`config.mk`:
```
export PLATFORM = sky130hd
export DESIGN_NAME = ovl_next_window
export DESIGN_NICKNAME = d
export VERILOG_FILES = /design/src/rtl/ovl_next_window_pkg.sv /design/src/rtl/ovl_next_window_chan.sv /design/src/rtl/ovl_next_window.sv
export SDC_FILE = /design/constraint.sdc
export NUM_CORES = 1
export LEC_CHECK = 0
export CORE_UTILIZATION = 48
export CTS_CLUSTER_SIZE = 28
export DETAILED_ROUTE_END_ITERATION = 16
export PLACE_DENSITY_LB_ADDON = 0.08
export SLEW_MARGIN = 20
export SYNTH_ARGS = -nofsm -noshare
export SYNTH_HDL_FRONTEND = slang
export SYNTH_SLANG_ARGS = --single-unit
```
`constraint.sdc`:
```
create_clock -name clock -period 2.2 [get_ports clock]
set_input_delay 0.44 -clock clock [delete_from_list [all_inputs] [get_ports clock]]
set_output_delay 0.44 -clock clock [all_outputs]
set_load 0.02 [all_outputs]
```
`src/rtl/ovl_next_window_pkg.sv`:
```
// ----------------------------------------------------------------------------
// ovl_next_window_pkg
// Shared types and helpers for the ovl_next_window checker:
//   chan_state_t : per-channel window state (IDLE / PEND)
//   viol_t       : violation type carried from a channel to the top level
//   ERR_CNT_W    : width of the saturating violation / pass counters
//   CNT_W        : width of the per-channel clock counter
//   sat_add      : unsigned add that clamps at all-ones instead of wrapping
// ----------------------------------------------------------------------------
package ovl_next_window_pkg;

    localparam int ERR_CNT_W = 16;
    localparam int CNT_W     = 8;

    typedef enum logic {
        IDLE = 1'b0,
        PEND = 1'b1
    } chan_state_t;

    typedef enum logic [2:0] {
        V_NONE    = 3'd0,
        V_EARLY   = 3'd1,
        V_LATE    = 3'd2,
        V_OVERLAP = 3'd3,
        V_MISSING = 3'd4
    } viol_t;

    function automatic logic [ERR_CNT_W-1:0] sat_add(
        input logic [ERR_CNT_W-1:0] a,
        input logic [ERR_CNT_W-1:0] b
    );
        logic [ERR_CNT_W:0] s;
        s = {1'b0, a} + {1'b0, b};
        return s[ERR_CNT_W] ? {ERR_CNT_W{1'b1}} : s[ERR_CNT_W-1:0];
    endfunction

endpackage

```
`src/rtl/ovl_next_window_chan.sv`:
```
// ----------------------------------------------------------------------------
// ovl_next_window_chan
// One checker channel: IDLE/PEND window FSM with an 8-bit clock counter.
// The violation found on an edge is registered here (viol), so the top level
// sees it one edge after the offending sample.
//
// Optional build macro: OVL_NEXT_WINDOW_COVER_EN (adds pass / pend outputs)
//
// Ports:
//   clock       in   sampling clock, all state on posedge
//   reset       in   synchronous active-high reset
//   enable      in   checker enable; low forces IDLE
//   start_event in   window start
//   test_expr   in   response
//   pass        out  registered pulse: a window passed (cover build only)
//   pend        out  channel currently PEND (cover build only)
//   viol        out  registered violation type of the previous edge
// ----------------------------------------------------------------------------
module ovl_next_window_chan
    import ovl_next_window_pkg::*;
#(
    parameter int MIN_CKS             = 1,
    parameter int MAX_CKS             = 4,
    parameter int CHECK_OVERLAP       = 1,
    parameter int CHECK_MISSING_START = 0
) (
    input  logic  clock,
    input  logic  reset,
    input  logic  enable,
    input  logic  start_event,
    input  logic  test_expr,
`ifdef OVL_NEXT_WINDOW_COVER_EN
    output logic  pass,
    output logic  pend,
`endif
    output viol_t viol
);

    localparam logic [CNT_W-1:0] MIN_C = CNT_W'(MIN_CKS);
    localparam logic [CNT_W-1:0] MAX_C = CNT_W'(MAX_CKS);
    localparam logic [CNT_W-1:0] ONE_C = CNT_W'(1);

    chan_state_t      state_p0, state_nx;
    logic [CNT_W-1:0] cnt_p0, cnt_nx;
    viol_t            viol_nx, viol_p1;
    logic             resolve;
`ifdef OVL_NEXT_WINDOW_COVER_EN
    logic             pass_nx, pass_p1;
`endif

    always_comb begin
        state_nx = state_p0;
        cnt_nx   = cnt_p0;
        viol_nx  = V_NONE;
        resolve  = 1'b0;
`ifdef OVL_NEXT_WINDOW_COVER_EN
        pass_nx  = 1'b0;
`endif
        if (!enable) begin
            state_nx = IDLE;
            cnt_nx   = '0;
        end else begin
            case (state_p0)
                IDLE: begin
                    // A response coinciding with a start is not evaluated.
                    if (start_event) begin
                        state_nx = PEND;
                        cnt_nx   = ONE_C;
                    end else if (test_expr && (CHECK_MISSING_START != 0)) begin
                        viol_nx = V_MISSING;
                    end
                end
                PEND: begin
                    // cnt_p0 is the number of clocks since the start edge.
                    if (test_expr) begin
                        resolve  = 1'b1;
                        state_nx = IDLE;
                        if (cnt_p0 < MIN_C) viol_nx = V_EARLY;
`ifdef OVL_NEXT_WINDOW_COVER_EN
                        else pass_nx = 1'b1;
`endif
                    end else if (cnt_p0 == MAX_C) begin
                        resolve  = 1'b1;
                        state_nx = IDLE;
                        viol_nx  = V_LATE;
                    end else begin
                        cnt_nx = cnt_p0 + ONE_C;
                    end
                    // A start on a resolving edge simply opens the next window;
                    // otherwise it is either an overlap restart or ignored.
                    if (start_event) begin
                        if (resolve) begin
                            state_nx = PEND;
                            cnt_nx   = ONE_C;
                        end else if (CHECK_OVERLAP != 0) begin
                            viol_nx = V_OVERLAP;
                            cnt_nx  = ONE_C;
                        end
                    end
                end
                default: begin
                    state_nx = IDLE;
                    cnt_nx   = '0;
                end
            endcase
        end
    end

    // ---- stage p0 -> p1: window state and registered violation ----
    always_ff @(posedge clock) begin
        if (reset) begin
            state_p0 <= IDLE;
            cnt_p0   <= '0;
            viol_p1  <= V_NONE;
`ifdef OVL_NEXT_WINDOW_COVER_EN
            pass_p1  <= 1'b0;
`endif
        end else begin
            state_p0 <= state_nx;
            cnt_p0   <= cnt_nx;
            viol_p1  <= viol_nx;
`ifdef OVL_NEXT_WINDOW_COVER_EN
            pass_p1  <= pass_nx;
`endif
        end
    end

    assign viol = viol_p1;
`ifdef OVL_NEXT_WINDOW_COVER_EN
    assign pass = pass_p1;
    assign pend = (state_p0 == PEND);
`endif

endmodule

```
`src/rtl/ovl_next_window.sv`:
```
// ----------------------------------------------------------------------------
// ovl_next_window
// Multi-channel "next within a window" checker. Each channel requires
// test_expr between MIN_CKS and MAX_CKS clocks after start_event and reports
// early, late, overlapping-start and missing-start violations as registered
// one-cycle pulses, one edge after the channel registers the violation.
//
// Optional build macro: OVL_NEXT_WINDOW_COVER_EN
//   adds pass_count (saturating passed windows) and pend_max (peak number of
//   simultaneously pending channels since reset).
//
// Ports:
//   clock        in   sampling clock, all state on posedge
//   reset        in   synchronous active-high reset
//   enable       in   global checker enable
//   start_event  in   [NUM_CH] per-channel start
//   test_expr    in   [NUM_CH] per-channel response
//   fire_early   out  [NUM_CH] response before MIN_CKS
//   fire_late    out  [NUM_CH] no response by MAX_CKS
//   fire_overlap out  [NUM_CH] restart while pending
//   fire_missing out  [NUM_CH] response with no start
//   err_count    out  [16]     saturating total of violations
//   pass_count   out  [16]     saturating passed windows (cover build only)
//   pend_max     out  [8]      peak simultaneous PEND channels (cover build only)
// ----------------------------------------------------------------------------
module ovl_next_window
    import ovl_next_window_pkg::*;
#(
    parameter int NUM_CH              = 2,
    parameter int MIN_CKS             = 1,
    parameter int MAX_CKS             = 4,
    parameter int CHECK_OVERLAP       = 1,
    parameter int CHECK_MISSING_START = 0
) (
    input  logic                 clock,
    input  logic                 reset,
    input  logic                 enable,
    input  logic [NUM_CH-1:0]    start_event,
    input  logic [NUM_CH-1:0]    test_expr,
    output logic [NUM_CH-1:0]    fire_early,
    output logic [NUM_CH-1:0]    fire_late,
    output logic [NUM_CH-1:0]    fire_overlap,
    output logic [NUM_CH-1:0]    fire_missing,
`ifdef OVL_NEXT_WINDOW_COVER_EN
    output logic [ERR_CNT_W-1:0] pass_count,
    output logic [7:0]           pend_max,
`endif
    output logic [ERR_CNT_W-1:0] err_count
);

    if (MIN_CKS < 1) begin : g_bad_min
        $error("ovl_next_window: MIN_CKS must be >= 1");
    end
    if (MAX_CKS < MIN_CKS) begin : g_bad_max_lo
        $error("ovl_next_window: MAX_CKS must be >= MIN_CKS");
    end
    if (MAX_CKS > 255) begin : g_bad_max_hi
        $error("ovl_next_window: MAX_CKS must be <= 255");
    end
    if (NUM_CH > 32 || NUM_CH < 1) begin : g_bad_ch
        $error("ovl_next_window: NUM_CH must be 1..32");
    end

    viol_t viol_p1 [NUM_CH];
`ifdef OVL_NEXT_WINDOW_COVER_EN
    logic [NUM_CH-1:0] pass_p1;
    logic [NUM_CH-1:0] pend_p0;
`endif

    for (genvar g = 0; g < NUM_CH; g++) begin : g_ch
        ovl_next_window_chan #(
            .MIN_CKS             (MIN_CKS),
            .MAX_CKS             (MAX_CKS),
            .CHECK_OVERLAP       (CHECK_OVERLAP),
            .CHECK_MISSING_START (CHECK_MISSING_START)
        ) u_chan (
            .clock       (clock),
            .reset       (reset),
            .enable      (enable),
            .start_event (start_event[g]),
            .test_expr   (test_expr[g]),
`ifdef OVL_NEXT_WINDOW_COVER_EN
            .pass        (pass_p1[g]),
            .pend        (pend_p0[g]),
`endif
            .viol        (viol_p1[g])
        );
    end

    logic [NUM_CH-1:0] early_d, late_d, overlap_d, missing_d;
    logic [5:0]        nfire;
`ifdef OVL_NEXT_WINDOW_COVER_EN
    logic [5:0]        npass, npend;
`endif

    // Fire bits are generated only while enabled, so a violation still in
    // flight when enable drops is discarded and err_count holds.
    always_comb begin
        early_d   = '0;
        late_d    = '0;
        overlap_d = '0;
        missing_d = '0;
        nfire     = '0;
        for (int i = 0; i < NUM_CH; i++) begin
            early_d[i]   = enable && (viol_p1[i] == V_EARLY);
            late_d[i]    = enable && (viol_p1[i] == V_LATE);
            overlap_d[i] = enable && (viol_p1[i] == V_OVERLAP);
            missing_d[i] = enable && (viol_p1[i] == V_MISSING);
            nfire = nfire + 6'(enable && (viol_p1[i] != V_NONE));
        end
    end

`ifdef OVL_NEXT_WINDOW_COVER_EN
    always_comb begin
        npass = '0;
        npend = '0;
        for (int i = 0; i < NUM_CH; i++) begin
            npass = npass + 6'(enable && pass_p1[i]);
            npend = npend + 6'(pend_p0[i]);
        end
    end
`endif

    // ---- stage p1 -> p2: fire pulses and counters ----
    always_ff @(posedge clock) begin
        if (reset) begin
            fire_early   <= '0;
            fire_late    <= '0;
            fire_overlap <= '0;
            fire_missing <= '0;
            err_count    <= '0;
`ifdef OVL_NEXT_WINDOW_COVER_EN
            pass_count   <= '0;
            pend_max     <= '0;
`endif
        end else begin
            fire_early   <= early_d;
            fire_late    <= late_d;
            fire_overlap <= overlap_d;
            fire_missing <= missing_d;
            err_count    <= sat_add(err_count, ERR_CNT_W'(nfire));
`ifdef OVL_NEXT_WINDOW_COVER_EN
            pass_count   <= sat_add(pass_count, ERR_CNT_W'(npass));
            if (8'(npend) > pend_max) pend_max <= 8'(npend);
`endif
        end
    end

endmodule

```
After elaboration in Yosys (flattened, before gate mapping)
Cells that the tools add are included.

Bits in registers: 48. Output and inout bits: 24.

Add/sub/neg operators: 4. Order comparisons: 2. Eq/ne operators: 16. Multiplexer cells: 41. Bitwise operators: 3. Reduce and logical (&&, ||, !) cells: 17.

Operator list (count): $mux W8 (8); $pmux W8 S2 (2); $mux W1 (20); $mux W3 (6); $add A16 B2 Y17 (1); $add A8 B1 Y8 const B (2); $eq A8 B3 Y1 const B (2); $lt A8 B1 Y1 const B (2); $mux W16 (1); $eq A3 B2 Y1 const B (4); $ne A3 B3 Y1 const B (4); $logic_and A1 B1 Y1 (10); $eq A3 B1 Y1 const B (2); $eq A3 B3 Y1 const B (2); $reduce_and A3 Y1 (2); $reduce_bool A3 Y1 (2); $reduce_or A3 Y1 (2); $mux W2 (2); $ne A2 B2 Y1 const B (2); $pmux W1 S2 (2); $not A1 Y1 (3); $add A1 B1 Y2 (1); $reduce_or A2 Y1 (1).

Longest topological paths before layout
Gate-level depths: netlist of run 1.

Depth after elaboration: 8. Mapped depth: 9.

Hierarchy
Synthesis of run 1 repeated with hierarchy kept, for this count alone.

Cell total of the unflattened synthesis: 254. Area, all modules: 2363.5 µm².

By module, submodules not included: ovl_next_window_chan (times used 2, cells each 73, area each 634.4 µm², sequential area each 220.2 µm²); ovl_next_window (times used 1, cells each 108, area each 1094.8 µm², sequential area each 480.5 µm²).

Worst setup path before layout of run 1
Ideal clock, no wire load.

Kind: input -> register. From: in enable. To: reg err_count[10]. Library setup time: 70 ps. Arrival time: 2084 ps. Data required time: 2130 ps. Setup slack: 46 ps. Cell stages on the path: 9. Path buffers: 1. Cells stage by stage: o21ai_0 -> fa_1 -> inv_1 -> ha_1 -> nand3_4 -> nor4_4 -> nand3_2 -> buf_6 -> a21oi_2.

Word-level cells in the longest chain between the ends: 4. Elaborated cells between the ends (all ways): 5. Those cells by class: add/sub (2); mux (1); reduce/logical (2).

RTL lines: start, declared (line ovl_next_window.sv:37) `input logic enable,`; $logic_and A1 B1 Y1 (line ovl_next_window.sv:109) `nfire = nfire + 6'(enable && (viol_p1[i] != V_NONE));`; $add A1 B1 Y2 * (line ovl_next_window.sv:109); $add A16 B2 Y17 * (line ovl_next_window_pkg.sv:33) `s = {1'b0, a} + {1'b0, b};`; $mux W16 * (line ovl_next_window_pkg.sv:34) `return s[ERR_CNT_W] ? {ERR_CNT_W{1'b1}} : s[ERR_CNT_W-1:0];`; end signal, assigned (line ovl_next_window.sv:141) `err_count <= sat_add(err_count, ERR_CNT_W'(nfire));`; end, declared (line ovl_next_window.sv:48) `output logic [ERR_CNT_W-1:0] err_count`.

Every way passes the cells marked *; elsewhere a longest branch is shown, timed or not. A chain may end at the register's enable or synchronous reset.

Worst setup path in the final report of run 1
From: in enable. To: reg err_count[0].

Same word-level chain as after synthesis.

==> results of run 1 <==
-- through the flow --
| stage | TNS [ps] | hold slack, ps |
|---|---|---|
| after global placement | -7440 | 441 |
| after floorplan | 0 | 411 |
| after detailed placement | -8420 | 437 |
| after CTS | 0 | 453 |
| after global routing | 0 | 482 |
| final | 0 | 454 |
-- state kept, by name, indices dropped and copies added, names as in the netlist --
signal,cells
err_count,16
fire_early,2
fire_late,2
fire_overlap,2
g_ch.u_chan.cnt_p0,16
g_ch.u_chan.state_p0,2
g_ch.u_chan.viol,4
-- worst min-delay path by stage --
stage	from	to	cells after the start
3_3_place_gp	g_ch[1].u_chan.viol[1]$_SDFF_PP0_	fire_early[1]$_SDFF_PP0_	1
3_5_place_dp	g_ch[0].u_chan.viol[1]$_SDFF_PP0_	fire_early[0]$_SDFF_PP0_	1
4_1_cts	g_ch[1].u_chan.viol[1]$_SDFF_PP0_	fire_early[1]$_SDFF_PP0_	1
2_1_floorplan	g_ch[0].u_chan.viol[1]$_SDFF_PP0_	fire_early[0]$_SDFF_PP0_	1
6_report	g_ch[1].u_chan.viol[1]$_SDFF_PP0_	fire_early[1]$_SDFF_PP0_	1
5_1_grt	g_ch[1].u_chan.viol[1]$_SDFF_PP0_	fire_early[1]$_SDFF_PP0_	1
-- placed cells by master, fill, tap and decap left out, drive strengths merged, types with 2 or more instances in the layout --
cell type,instances
nor2,26
nor3,11
conb,2
mux2i,3
a211oi,4
and3,5
clkbuf,5
nor4,5
clkdlybuf4s50,27
xnor2,17
nor2b,3
nor3b,2
dfxtp,44
buf,11
xor2,3
inv,12
o21a,2
o21ai,4
clkinv,2
a31o,2
nand4,6
a21oi,19
nand2,15
a31oi,2
nand2b,6
a41oi,2
nand3,8
ha,7
-- cell families (layout without fill, tap and decap cells) --
group | Yosys count | count (layout) | share of synthesized area (%)
adders and majority gates | 8 | 8 | 5.10
buffers and inverters | 19 | 59 | 4.21
AOI/OAI and AO/OA | 39 | 39 | 13.8
muxes | 3 | 3 | 1.42
other | 1 | 2 | 0.178
DFF | 44 | 44 | 41.8
xor gates and xnor gates | 20 | 20 | 8.30
and+or+nand+nor | 94 | 94 | 25.2
-- layout make-up --
class	instances	share of cell area, %
Clock buffer	5	2.61
Clock inverter	3	1.80
Inverter	12	1.71
Multi-Input combinational cell	166	44.0
Sequential cell	44	33.3
Tap cell	50	2.37
Timing Repair Buffer	39	14.2
-- per-layer routing --
| metal | global-route usage [%] | part of all wire [%] |
|---|---|---|
| met5 | 0 | 0 |
| met4 | 7.03 | 1.6 |
| met3 | 5.00 | 3.1 |
| met2 | 29.4 | 43 |
| met1 | 26.8 | 52 |
-- power breakdown --
group | switching [W] | leakage, nW | internal (W)
Clock | 0.000285 | 0.0583 | 0.000342
Combinational | 0.0000396 | 0.499 | 0.0000302
Sequential | 0.00000462 | 0.355 | 0.000801
-- critical path: stages --
cell and delay (ps):
dlygate4sd2_1 270, o21ai_0 140, fa_2 360, inv_2 80, ha_4 150, nand3_4 100, nor4_4 330, nand3_2 130
buf_12 170, a21oi_1 150
-- what timing repair did --
| action | CTS | global route |
|---|---|---|
| pin swaps | 2 | 1 |
| gates resized for setup | 7 | 0 |
| setup endpoints to repair | 16 | 1 |
==> results.md, run 1 <==
* Clock Latency Late Sink at 300 ps
* Setup violators final at 0
* PwrDens at between 500 and 600 nW/um^2
* Max Freq at roughly 0.48 GHz
* Setup crit end: err_count[0]$_SDFF_PP0_
* Area delta synth->final at 25.2%
* Final core utilization at between 60 and 70%
* Initial antenna violation count at 0
* Ys flop type: dfxtp_1
* Post-CTS Hold Fix Bufs at 0
* Reg2reg setup slack at roughly 170 ps
* Multi-input gate area at approximately 1200 sq um
* Total CTS buffers at 5
* Finished Layout Cells at about 320
* Die H at a little under 70 um
* IR drop worst, VDD at 0.334 mV
* First-pass GRT wire length at between 6 and 7 mm
* Initial Utilization at between 50% and 60%
* RSZ-0062 raised after global routing: no
* Slew HR at about 56%
* Final wirelength at about 4 mm
* Drt drc at 0
* Via-to-Cell Ratio at roughly 5.2
* WP data arrival at 2320 ps
* Asr flop ratio synth at 0%
* Post-route setup slack at around 110 ps
* PortBufs at 28
* Sequential fraction of the synthesis area at 41.8%
* Number of antenna diodes at 0
* TritonCTS clock tree: built
* Yosys Warn Count at 0
* Worst reg2reg path endpoint: err_count[0]$_SDFF_PP0_
* Critical Path Source Type: input pin
* Clock tree sinks at 44
* Hold crit path type: reg2reg
* Die width at 68.3 um
* Pwr Total at 0.00150 W
* RD Place Congestion at 0.887
* Io pins at 31
* Most frequent cells after synthesis: dfxtp_1, nor2_1, xnor2_1
* Netlist cell types at 47
* Post-synth top area share at a little over two fifths
* Post-CTS Setup Bufs at 0
* Mapped Area at 2110 sq um
* Post-Syn Instances at around 230
* Total gr overflow at 0
* Clock buffer depth at 2
* Worst Tran Pin Value at ~660 ps
* Req. time, crit path at 2430 ps
* Wirelength per Cell at approximately 12 um
* Setup CP Type: in2reg
* Leakage at ~0.91 nW
* CTS H-tree depth at 2
* Max Slew Vio Count at 0
* DR pass1 iterations at 4
* Dpl cell area at ~2500 sq um
* Die area at around 4700 sq um
* Max-capacitance violation count at 0
* Reg2reg path depth at 9
* Hold Violations, Final at 0
* Crit-path max FO at 13
* EDFF count, synth at 0
* Min Tclk post-route at 2090 ps
* Via count at 1663
* Largest net degree at the start of global routing at 18
* Mapped Avg Cell Area at 9.25 sq um
* Number of global-route vias before repair at ~1500
* Initial DRC count at 65
* Filler cell count in the final layout at between 300 and 400
* Nets at 283
* Post-DP HPWL at 2.85 mm
* CTS clk-pin slew, worst paths at about 80 ps
* Placeable core region at 4120 sq um
* Share of cells above drive strength 1 at between 10% and 20%
* Design Area, Final at 2640 sq um
* Root buf cell: clkbuf_8
* Post-route ant nets at 0
* Synth top area cells: dfxtp_1, xnor2_1, nor2_1
* R2R Path Start: g_ch[1].u_chan.viol[1]$_SDFF_PP0_
* CP Capture Type: flop
* GRT Overall Usage at between 10% and 20%
* Crit path from: enable
* Status: finished, final reports clean
* Row count at 23
* Seq. cell area at about 900 sq um
* Tcrit/Tclk final at between 90% and 100%
* Yosys reg bits at between 40 and 50
* Largest area contributor in the netlist: dfxtp_1
* Most numerous cell in the Yosys netlist: dfxtp_1
* Place WS at -566 ps
* Placed cell count at 311
* Final Skew at around 7.6 ps
Note: power is estimated with default switching activity, not from simulation.
==> run 2: changes to the inputs <==
--- a/config.mk
+++ b/config.mk
@@ -13,3 +13,4 @@
 export SYNTH_ARGS = -nofsm -noshare
 export SYNTH_HDL_FRONTEND = slang
 export SYNTH_SLANG_ARGS = --single-unit
+export TNS_END_PERCENT = 1
==> results of run 2 <==
Final layout, timing and power as in run 1 (identical DEF).
==> run 3: changes to the inputs <==
--- a/config.mk
+++ b/config.mk
@@ -5,12 +5,13 @@
 export SDC_FILE = /design/constraint.sdc
 export NUM_CORES = 1
 export LEC_CHECK = 0
-export CORE_UTILIZATION = 48
+export CORE_UTILIZATION = 49
 export CTS_CLUSTER_SIZE = 28
 export DETAILED_ROUTE_END_ITERATION = 16
 export PLACE_DENSITY_LB_ADDON = 0.08
 export SLEW_MARGIN = 20
 export SYNTH_ARGS = -nofsm -noshare
 export SYNTH_HDL_FRONTEND = slang
+export SYNTH_HIERARCHICAL = 1
 export SYNTH_SLANG_ARGS = --single-unit
 export TNS_END_PERCENT = 1
==> results.md, run 3 <==
* Setup CP Type: in2reg (unchanged)
* Leakage at 1.05 nW (was 0.913 nW)
* Setup violators final at 0 (unchanged)
* Most frequent cells after synthesis: dfxtp_1, nor2_1, a21oi_1 (was dfxtp_1, nor2_1, xnor2_1)
* Post-CTS Hold Fix Bufs at 0 (unchanged)
* Total CTS buffers at 5 (unchanged)
* Max-capacitance violation count at 0 (unchanged)
* Highest metal used: met4 (unchanged)
* Post-CTS Setup Bufs at 0 (unchanged)
* Int Pwr at 0.00112 W (was 0.00117 W)
* CP Capture Type: flop (unchanged)
* Row count at 24 (was 23)
* Clock tree sinks at 46 (was 44)
* TritonCTS clock tree: built (unchanged)
* Req. time, crit path at 2390 ps (was 2430 ps)
* Yosys reg bits at 46 (was 44)
* Clock buffer depth at 2 (unchanged)
* Area delta synth->final at 21.1% (was 25.2%)
* Seq. cell area at 921 sq um (was 881 sq um)
* Final wirelength at 4.72 mm (was 3.96 mm)
* Place WS at -576 ps (was -566 ps)
* Initial DRC count at 82 (was 65)
* Ys flop type: dfxtp_1 (unchanged)
* DR pass1 iterations at 4 (unchanged)
* Die width at 71.5 um (was 68.3 um)
* Die area at 5110 sq um (was 4660 sq um)
* CTS H-tree depth at 2 (unchanged)
* Number of global-route vias before repair at 1791 (was 1457)
* Post-Syn Instances at 254 (was 228)
* Sequential fraction of the synthesis area at 39.0% (was 41.8%)
* Yosys Warn Count at 6 (was 0)
* CP max-delay cell: fa_1 (was fa_2)
* Sw Ratio at 25.2% (was 21.9%)
* First-pass GRT wire length at 8.04 mm (was 6.71 mm)
* CP peak stage delay at 420 ps (was 360 ps)
* GRT Overall Usage at 19.5% (was 19.6%)
* Nets at 308 (was 283)
* Wirelength per Cell at 13.6 um (was 12.4 um)
* Pwr Total at 0.00150 W (about the same)
* Slew HR at 58.5% (was 55.6%)
* Largest area contributor in the netlist: dfxtp_1 (unchanged)
* Seq pwr share at 57.0% (was 53.6%)
* Clock Latency Late Sink at 300 ps (about the same)
* Via count at 1965 (was 1663)
* Hold crit path type: reg2reg (unchanged)
* Total gr overflow at 0 (unchanged)
* CTS clk-pin slew, worst paths at 90 ps (was 80 ps)
* Die H at 71.5 um (was 68.3 um)
* Max Freq at 0.484 GHz (was 0.480 GHz)
* Post-DP HPWL at 3.52 mm (was 2.85 mm)
* NetSw at 0.000379 W (was 0.000330 W)
* Multi-input gate area at 1340 sq um (was 1160 sq um)
* Worst Tran Pin Value at 618 ps (was 660 ps)
* Crit-path max FO at 5 (was 13)
* Most frequent cells in the layout: dfxtp_1, clkdlybuf4s50_1, nor2_1 (unchanged)
* RD Place Congestion at 0.776 (was 0.887)
* Metal2 WL at 2.18 mm (was 1.70 mm)
* Status: finished, final reports clean (unchanged)
* Netlist cell types at 52 (was 47)
* Metal-1 WL at 2.30 mm (was 2.07 mm)
* Most common cell after layout, fill and taps aside: dfxtp_1 (unchanged)
* Io pins at 31 (unchanged)
* PortBufs at 30 (was 28)
* Filler cell count in the final layout at 399 (was 376)
* Post-synth top area share at 39.0% (was 41.8%)
* EDFF count, synth at 0 (unchanged)
* Min Tclk post-route at 2070 ps (was 2090 ps)
* Largest net degree at the start of global routing at 18 (unchanged)
* Placeable core region at 4500 sq um (was 4120 sq um)
* Setup_tns at 0 ps (unchanged)
* Initial antenna violation count at 0 (unchanged)
* Initial Utilization at 52.5% (was 51.3%)
* RSZ-0062 raised after global routing: no (unchanged)
* Via-to-Cell Ratio at 5.68 (was 5.21)
* Clock power share at 35.5% (was 41.8%)
* Mapped Avg Cell Area at 9.31 sq um (was 9.25 sq um)
* Net Count, Synth at 269
* PwrDens at 525 nW/um^2 (was 569 nW/um^2)
* Hold Violations, Final at 0 (unchanged)
* Crit path cell chain: clkdlybuf4s15_1 -> o31ai_1 -> fa_1 -> inv_1 -> ha_1 -> nand3_2 -> nor4_4 -> buf_4 -> and4_2 -> nor3_1 (was dlygate4sd2_1 -> o21ai_0 -> fa_2 -> inv_2 -> ha_4 -> nand3_4 -> nor4_4 -> nand3_2 -> buf_12 -> a21oi_1)
* Number of antenna diodes at 0 (unchanged)
* Synth top area cells: dfxtp_1, a21oi_2, ha_1 (was dfxtp_1, xnor2_1, nor2_1)
* IR drop worst, VDD at 0.386 mV (was 0.334 mV)
* Share of cells above drive strength 1 at 16.0% (was 16.7%)
* WP data arrival at 2260 ps (was 2320 ps)
* Comb pwr share at 7.6% (was 4.6%)
* Met3 Wirelength at 160 um (was 124 um)
* Asr flop ratio synth at 0% (unchanged)
* Final Skew at 7.28 ps (was 7.56 ps)
* Mapped Area at 2360 sq um (was 2110 sq um)
* Max Slew Vio Count at 0 (unchanged)
* Root buf cell: clkbuf_8 (unchanged)
* Critical Path Source Type: input pin (unchanged)
* Most numerous cell in the Yosys netlist: dfxtp_1 (unchanged)
* Tcrit/Tclk final at 93.9% (was 94.8%)
* Post-route ant nets at 0 (unchanged)
* Post-route setup slack at 134 ps (was 115 ps)
* Drt drc at 0 (unchanged)
[run 3: changes by cell type after synthesis, moves of 4 or more]
| cell | change |
|---|---|
| nor2_1 | -8 |
| or3_1 | +5 |
| a21oi_1 | +8 |
| nand2b_1 | -5 |
| nor4b_1 | +4 |
| o31ai_1 | +9 |
| a211oi_1 | -4 |
| or4_1 | +4 |
| xnor2_1 | -9 |
[run 3: final timing paths]
kind | startpoint | endpoint | slack, ps | depth (start not counted)
max | enable | err_count[14]$_SDFF_PP0_ | 130 | 10
min | g_ch[1].u_chan/viol[0]$_SDFF_PP0_ | fire_late[1]$_SDFF_PP0_ | 490 | 1
min reg2reg | g_ch[1].u_chan/viol[0]$_SDFF_PP0_ | fire_late[1]$_SDFF_PP0_ | 490 | 1
max reg2reg | g_ch[1].u_chan/viol[1]$_SDFF_PP0_ | err_count[14]$_SDFF_PP0_ | 150 | 9
[run 3: worst max-delay path: cells and delay by family]
family          cells  cell delay, ps
compound gates      1             120
fa+ha+maj           2             600
buf+inv             3             520
simple gates        4             570
[run 3: timing repair]
action                     CTS  global route
resized for setup            1             2
pin swaps                    0             1
gates cloned                 0             0
setup endpoints to repair   16            10
[run 3: cell families (layout without fill, tap and decap cells)]
logic type	count (synthesis)	after routing	synth area share, %
fa+ha+maj	8	8	4.55
buf+inv	22	62	4.61
other cells	2	2	0.318
simple gates	105	105	29.4
compound gates	60	60	18.0
mux	2	2	0.847
flops	46	46	39.0
xor+xnor	9	9	3.34
[run 3: through the flow]
stage	hold slack [ps]	util (%)	area (sq um)	std cells
6_report	493	63.5	2860	346
2_1_floorplan	434	-	2360	254
3_5_place_dp	473	61.4	2760	338
5_1_grt	514	63.5	2860	346
4_1_cts	490	63.4	2860	346
3_3_place_gp	472	61.4	2760	338
[run 3: power groups by stage]
stage	Sequential [W]	Clock (W)	Combinational, W
finish	0.000856	0.000533	0.000114
global route	0.000859	0.000585	0.000127
CTS	0.000856	0.000549	0.000114
detailed placement	0.000876	0	0.000114
global placement	0.000876	0	0.000113
floorplan	0.000882	0	0.0000610
[run 3: final cells by class]
class,instances,share of cell area [%]
clock buffer,5,2.40
tap,52,2.27
timing repair buffer,41,13.8
inverter,13,1.71
multi-input combinational,186,46.8
sequential,46,32.2
clock inverter,3,0.831
[run 3: routing by layer]
| metal | up-vias | track usage (%) |
|---|---|---|
| met4 | 0 | 6.97 |
| met1 | 898 | 25.1 |
| met2 | 41 | 32.5 |
| met3 | 9 | 4.22 |
| li1 | 1017 | - |
| met5 | - | 0 |
